File: src/rtl/trigger_debounce.sv
// rtl/trigger_debounce.sv - synchronizer, debounce FSM, edge-qualified trigger and event counter
// Turns a raw bouncy input into a clean level, a one-cycle trigger and a saturating press count.
module trigger_debounce #(
  parameter int SYNC_STAGES     = 2,
  parameter int DEBOUNCE_CYCLES = 16,
  parameter int EVT_W           = 8
) (
  input  logic             clk,
  input  logic             rstn,
  input  logic             btn_in,
  input  logic [1:0]       mode,
  input  logic             evt_clr,
  output logic             level_out,
  output logic             trig_out,
  output logic [EVT_W-1:0] event_cnt
);

  localparam int               CNT_W    = $clog2(DEBOUNCE_CYCLES) + 1;
  localparam logic [CNT_W-1:0] CNT_LAST = CNT_W'(DEBOUNCE_CYCLES - 1);
  localparam logic [CNT_W-1:0] CNT_ONE  = CNT_W'(1);
  localparam logic [EVT_W-1:0] EVT_MAX  = '1;

  typedef enum logic [1:0] {
    IDLE_LO,
    CHK_HI,
    IDLE_HI,
    CHK_LO
  } state_t;

  logic [SYNC_STAGES-1:0] sync_q;
  logic                   s;
  state_t                 state_q;
  logic [CNT_W-1:0]       cnt_q;
  logic                   level_q;
  logic                   trig_q;
  logic [EVT_W-1:0]       evt_q;
  logic                   qual_rise;
  logic                   qual_fall;
  logic                   trig_d;

  always_ff @(posedge clk or negedge rstn) begin
    if (!rstn) begin
      sync_q <= '0;
    end else begin
      sync_q <= {sync_q[SYNC_STAGES-2:0], btn_in};
    end
  end

  assign s = sync_q[SYNC_STAGES-1];

  // The final stable sample of a check run is the edge that flips the level.
  assign qual_rise = (state_q == CHK_HI) && s && (cnt_q == CNT_LAST);
  assign qual_fall = (state_q == CHK_LO) && !s && (cnt_q == CNT_LAST);
  assign trig_d    = (qual_rise && mode[0]) || (qual_fall && mode[1]);

  always_ff @(posedge clk or negedge rstn) begin
    if (!rstn) begin
      state_q <= IDLE_LO;
      cnt_q   <= '0;
      level_q <= 1'b0;
      trig_q  <= 1'b0;
    end else begin
      trig_q <= trig_d;
      case (state_q)
        IDLE_LO: begin
          if (s) begin
            state_q <= CHK_HI;
            cnt_q   <= CNT_ONE;
          end else begin
            cnt_q <= '0;
          end
        end
        CHK_HI: begin
          if (!s) begin
            state_q <= IDLE_LO;
            cnt_q   <= '0;
          end else if (cnt_q == CNT_LAST) begin
            state_q <= IDLE_HI;
            level_q <= 1'b1;
            cnt_q   <= '0;
          end else begin
            cnt_q <= cnt_q + 1'b1;
          end
        end
        IDLE_HI: begin
          if (!s) begin
            state_q <= CHK_LO;
            cnt_q   <= CNT_ONE;
          end else begin
            cnt_q <= '0;
          end
        end
        CHK_LO: begin
          if (s) begin
            state_q <= IDLE_HI;
            cnt_q   <= '0;
          end else if (cnt_q == CNT_LAST) begin
            state_q <= IDLE_LO;
            level_q <= 1'b0;
            cnt_q   <= '0;
          end else begin
            cnt_q <= cnt_q + 1'b1;
          end
        end
        default: begin
          state_q <= IDLE_LO;
          cnt_q   <= '0;
        end
      endcase
    end
  end

  // Clear wins over a same-edge trigger, so that trigger is never counted.
  always_ff @(posedge clk or negedge rstn) begin
    if (!rstn) begin
      evt_q <= '0;
    end else if (evt_clr) begin
      evt_q <= '0;
    end else if (trig_d && (evt_q != EVT_MAX)) begin
      evt_q <= evt_q + 1'b1;
    end
  end

  assign level_out = level_q;
  assign trig_out  = trig_q;
  assign event_cnt = evt_q;

endmodule

File: config.mk
export PLATFORM = sky130hd
export DESIGN_NAME = trigger_debounce
export DESIGN_NICKNAME = d
export VERILOG_FILES = /design/src/rtl/trigger_debounce.sv
export SDC_FILE = /design/constraint.sdc
export NUM_CORES = 1
export LEC_CHECK = 0
export ABC_AREA = 1
export CAP_MARGIN = 40
export CORE_ASPECT_RATIO = 0.7
export CORE_MARGIN = 4
export CORE_UTILIZATION = 50
export CTS_CLUSTER_SIZE = 12
export DETAILED_ROUTE_END_ITERATION = 10
export GPL_TIMING_DRIVEN = 0
export PLACE_DENSITY_LB_ADDON = 0.2
export SYNTH_ARGS = -nofsm -noshare
export SYNTH_HDL_FRONTEND = slang
export SYNTH_SLANG_ARGS = --single-unit
File: constraint.sdc
create_clock -name clk -period 2.34 [get_ports clk]
set_clock_uncertainty 0.15 [all_clocks]
set_input_delay 0.468 -clock clk [delete_from_list [all_inputs] [get_ports clk]]
set_output_delay 0.468 -clock clk [all_outputs]
set_load 0.03 [all_outputs]
Word-level counts from Yosys, hierarchy flattened --
Cells that the tools add are included.
Word-level totals: input port bits 6, flip-flop bits (word level) 19
Operators by class: multiplexer cells 20, reductions and logical operators 14, equal/unequal tests 13, add/subtract/negate cells 2
Operators with widths (number):
- $pmux W5 S4 | 1
- $mux W8 | 2
- $mux W5 | 3
- $mux W2 | 6
- $add A8 B1 Y8 const B | 1
- $ne A2 B2 Y1 const B | 4
- $ne A8 B8 Y1 const B | 1
- $pmux W2 S4 | 1
- $logic_and A1 B1 Y1 | 7
- $mux W1 | 6
- $ne A3 B2 Y1 const B | 2
- $add A5 B1 Y5 const B | 1
- $eq A5 B4 Y1 const B | 1
- $reduce_and A5 Y1 | 1
- $eq A2 B2 Y1 const B | 2
- $ne A2 B1 Y1 const B | 2
- $reduce_and A4 Y1 | 1
- $reduce_bool A2 Y1 | 2
- $eq A2 B1 Y1 const B | 1
- $logic_not A2 Y1 | 1
- $pmux W1 S2 | 1
- $logic_not A1 Y1 | 1
- $logic_or A1 B1 Y1 | 1

Depth between registers and ports, before layout --
word-level depth 8, mapped depth 9, mapped depth without buffers 9

Worst setup path before layout --
No wires, ideal clock.
path kind register -> register, start register evt_q[0] (netlist: event_cnt[0]), end register evt_q[6] (netlist: event_cnt[6]), stages on the path, launching flop included 8, data required time 2124 ps, buffers on the path 0, path slack 670 ps, arrival 1454 ps, cell sequence dfrtp_1 ha_1 nand2_2 nor2_4 nand4_4 nand2_4 nand3_1 nand2_1
On the way: word-level cells in the longest chain between the ends 3
RTL lines:
- start, declared | RTL line 36 | logic [EVT_W-1:0] evt_q;
- start signal, assigned | RTL line 120 | evt_q <= evt_q + 1'b1;
- $add A8 B1 Y8 or $ne A8 B8 Y1 (tied branches) | RTL line 120, 119
- $mux W8 or $logic_and A1 B1 Y1 (tied branches) | RTL line 119 | end else if (trig_d && (evt_q != EVT_MAX)) begin
- $mux W8 or $reduce_bool A2 Y1 (tied branches)
Parallel ways exist; a longest one is shown, timed or not. The select of a mux whose other input is x is not followed. A chain may end at the register's enable or synchronous reset.

Final worst setup path --
start register evt_q[6] (netlist: event_cnt[6]), end output event_cnt[6]
RTL lines:
- end, declared | RTL line 15 | output logic [EVT_W-1:0] event_cnt
No word-level cell between the ends.

==> results.md <==
* #FFs+latches synth at 19
* Routed length on met1 at 974 µm
* Syn Inst Count at 108
* Critical path's slowest cell: clkdlybuf4s50_1
* Syn Std Cell Area at 998.5 µm²
* Root Driver: clkbuf_4
* Syn nets at 116
* Htree depth at 1
* First-pass GRT wire length at 3443 µm
* GRT Residual Overflow at 0
* Status: complete, no violations
* Drt wl/cell at 13.01 µm
* Antenna violations before repair at 0
* CP max FO at 7
* Die ar. at 0.002787 mm²
* RSZ-0062 raised after global routing: no
* Max Used Layer: met4
* Via/cell ratio at 5.287
* Fmax at 0.4690 GHz
* Placeable Area at 0.001871 mm²
* Initial Util at 53.38%
* Pin count of the biggest net entering global routing at 19
* Minimum clock period at 2.132 ns
* Post-synthesis cell type count at 25
* CP Data Arrival Time at 1.51 ns
* TritonCTS buffer count at 3
* Critical path data required time at 1.72 ns
* Worst Path Class, Setup: flop to primary output
* Number of remaining DRC errors at 0
* Worst slew pin tran at 0.3324 ns
* Buf+Inv Stages, Crit Path at 1
* Hold WS at 0.1859 ns
* DP Wirelength at 1432 µm
* Setup Buffers After CTS at 0
* Sequential area share after synthesis at 47.62%
* Nets at 137
* Vias in the first global route at 729
* Slew margin rel. at 77.77%
* Post-route ant nets at 0
* Leakage at 0.0005794 µW
* Cell Pwr Density at 439.2 mW/mm²
* Peak VDD IR at 0.0003339 V
* Stages on worst setup path at 1
* Post-CTS Resized at 0
* N_diodes at 0
* Fin crit share at 91.13%
* FP Rows at 13
* Clock transition at path regs at 0.10 ns
* Hold Vio Cnt, Final at 0
* All-Layer GR Usage at 17.32%
* Critical path capture point type: primary output
* CTS Sinks at 19
* CP top delay family: buffers and inverters
* Setup crit start kind: flop
* Layout cells sized above 1 at 14.84%
* Die Width at 61.41 µm
* Final Core Density at 65.08%
* Setup TNS at 0 ns
* Met2 WL post-DR at 817 µm
* Clock tree buffer depth at 2
* Syn Area/Cell at 9.245 µm²
* Crit path largest cell delay at 0.72 ns
* Placer Congestion at 0.7719
* DR vias at 793
* Cts hold-fix bufs at 0
* I/O pin count at 16
* Die Height at 45.39 µm
* Class of the worst hold path: input pin to asynchronous set/reset pin
* CTS tree: done
* Yosys warns at 0
* Final WL at 1951 µm
* Routed length on met3 at 116 µm
* Max_cap viols at 0
* Area growth syn-to-layout at 21.93%
* Clock Latency Late Sink at 0.29 ns
* CP Cell Sequence: clkdlybuf4s50_1
* IO buf count at 15
* Iter 0 DRT Violations at 48
* Worst-case reg-to-reg path depth at 8
* Count of pins over their slew limit at 0
* # setup viols final at 0
* Initial DRT Pass Iterations at 4
==> path summary, 6_finish.rpt <==
check	startpoint	end	slack (ns)
max	event_cnt[6]	event_cnt[6]	0.21
min	rstn	asynchronous set/reset pin	0.19
max reg2reg	cnt_q[0]	event_cnt[7]	0.67
min reg2reg	sync_q[0]	sync_q[1]	0.21
max in group asynchronous	rstn	event_cnt[3]	1.52
min in group clk	sync_q[0]	sync_q[1]	0.21
==> stage by stage <==
step	cell area, µm²	setup slack [ns]	total power (µW)	std cells
after global placement	1176	0.5430	374.1	145
after detailed placement	1191	0.5285	378.5	146
final	1217	0.2076	534.7	150
after floorplan	998.5	0.6700	355.8	108
after global routing	1217	0.1204	565.3	150
after CTS	1217	0.1935	543.0	150
==> per-layer routing <==
layer	track usage [%]	vias up
li1	-	401
met3	5.099	4
met2	24.26	21
met5	0	-
met4	6.356	0
met1	25.31	367
==> placed cells by master (no fill, tap or decap), drive strengths merged <==
cell	instances
nand2	24
dfrtp	19
nand3	17
clkdlybuf4s50	15
nor2	12
inv	10
nand4	7
buf	4
clkbuf	4
o21ai	3
a21boi	2
xor2	2
a21oi	2
ha	2
xnor2	1
nor3	1
o21bai	1
a31oi	1
a22o	1
==> where the power goes <==
group / total [µW] / switching, µW / internal (µW) / leakage [µW]
clock network: 163 / 96.9 / 66.4 / 0.0000150
logic: 35.7 / 20.4 / 15.3 / 0.000308
registers: 336 / 2.81 / 333 / 0.000256
total: 535 / 120 / 415 / 0.000579
==> state kept, by name, indices dropped and copies added, names as in the netlist, named ones only <==
register,cells
event_cnt,8
cnt_q,5
sync_q,2
level_out,1
state_q,1
trig_out,1
==> area by class of cell <==
cell class,count,area (µm²)
clock buffer,4,26.28
tap,22,27.53
multi-input combinational,76,470.5
buffer,3,15.01
timing repair buffer,16,165.2
sequential,19,475.5
fill,159,653.1
inverter,10,37.54
==> synthesized netlist by cell type <==
cell type   n  area share [%]
a21boi_0    2             1.5
a21oi_1     2             1.0
a22o_2      1             1.0
a31oi_1     1            0.63
buf_2       3             1.5
dfrtp_1    19              48
ha_1        2             2.5
inv_1      10             3.8
nand2_1    21             7.9
nand2_2     1            0.63
nand2_4     2             2.3
nand3_1    13             6.5
nand3_2     3             3.0
nand3_4     1             1.8
nand4_1     6             3.8
nand4_4     1             2.1
nor2_1      9             3.4
nor2_2      1            0.63
nor2_4      1             1.1
nor2_8      1             2.0
nor3_1      1            0.50
o21ai_0     3             1.5
o21bai_1    1            0.75
xnor2_1     1            0.88
xor2_1      2             1.8
==> kinds of logic after synthesis <==
| kind of cell | after synthesis | share of synthesized area [%] |
|---|---|---|
| adders and majority gates | 2 | 2.506 |
| xor gates and xnor gates | 3 | 2.632 |
| buffers and inverters | 13 | 5.263 |
| and+or+nand+nor | 61 | 35.59 |
| DFF | 19 | 47.62 |
| AOI/OAI and AO/OA | 10 | 6.391 |
(Power assumes the default switching activity.)
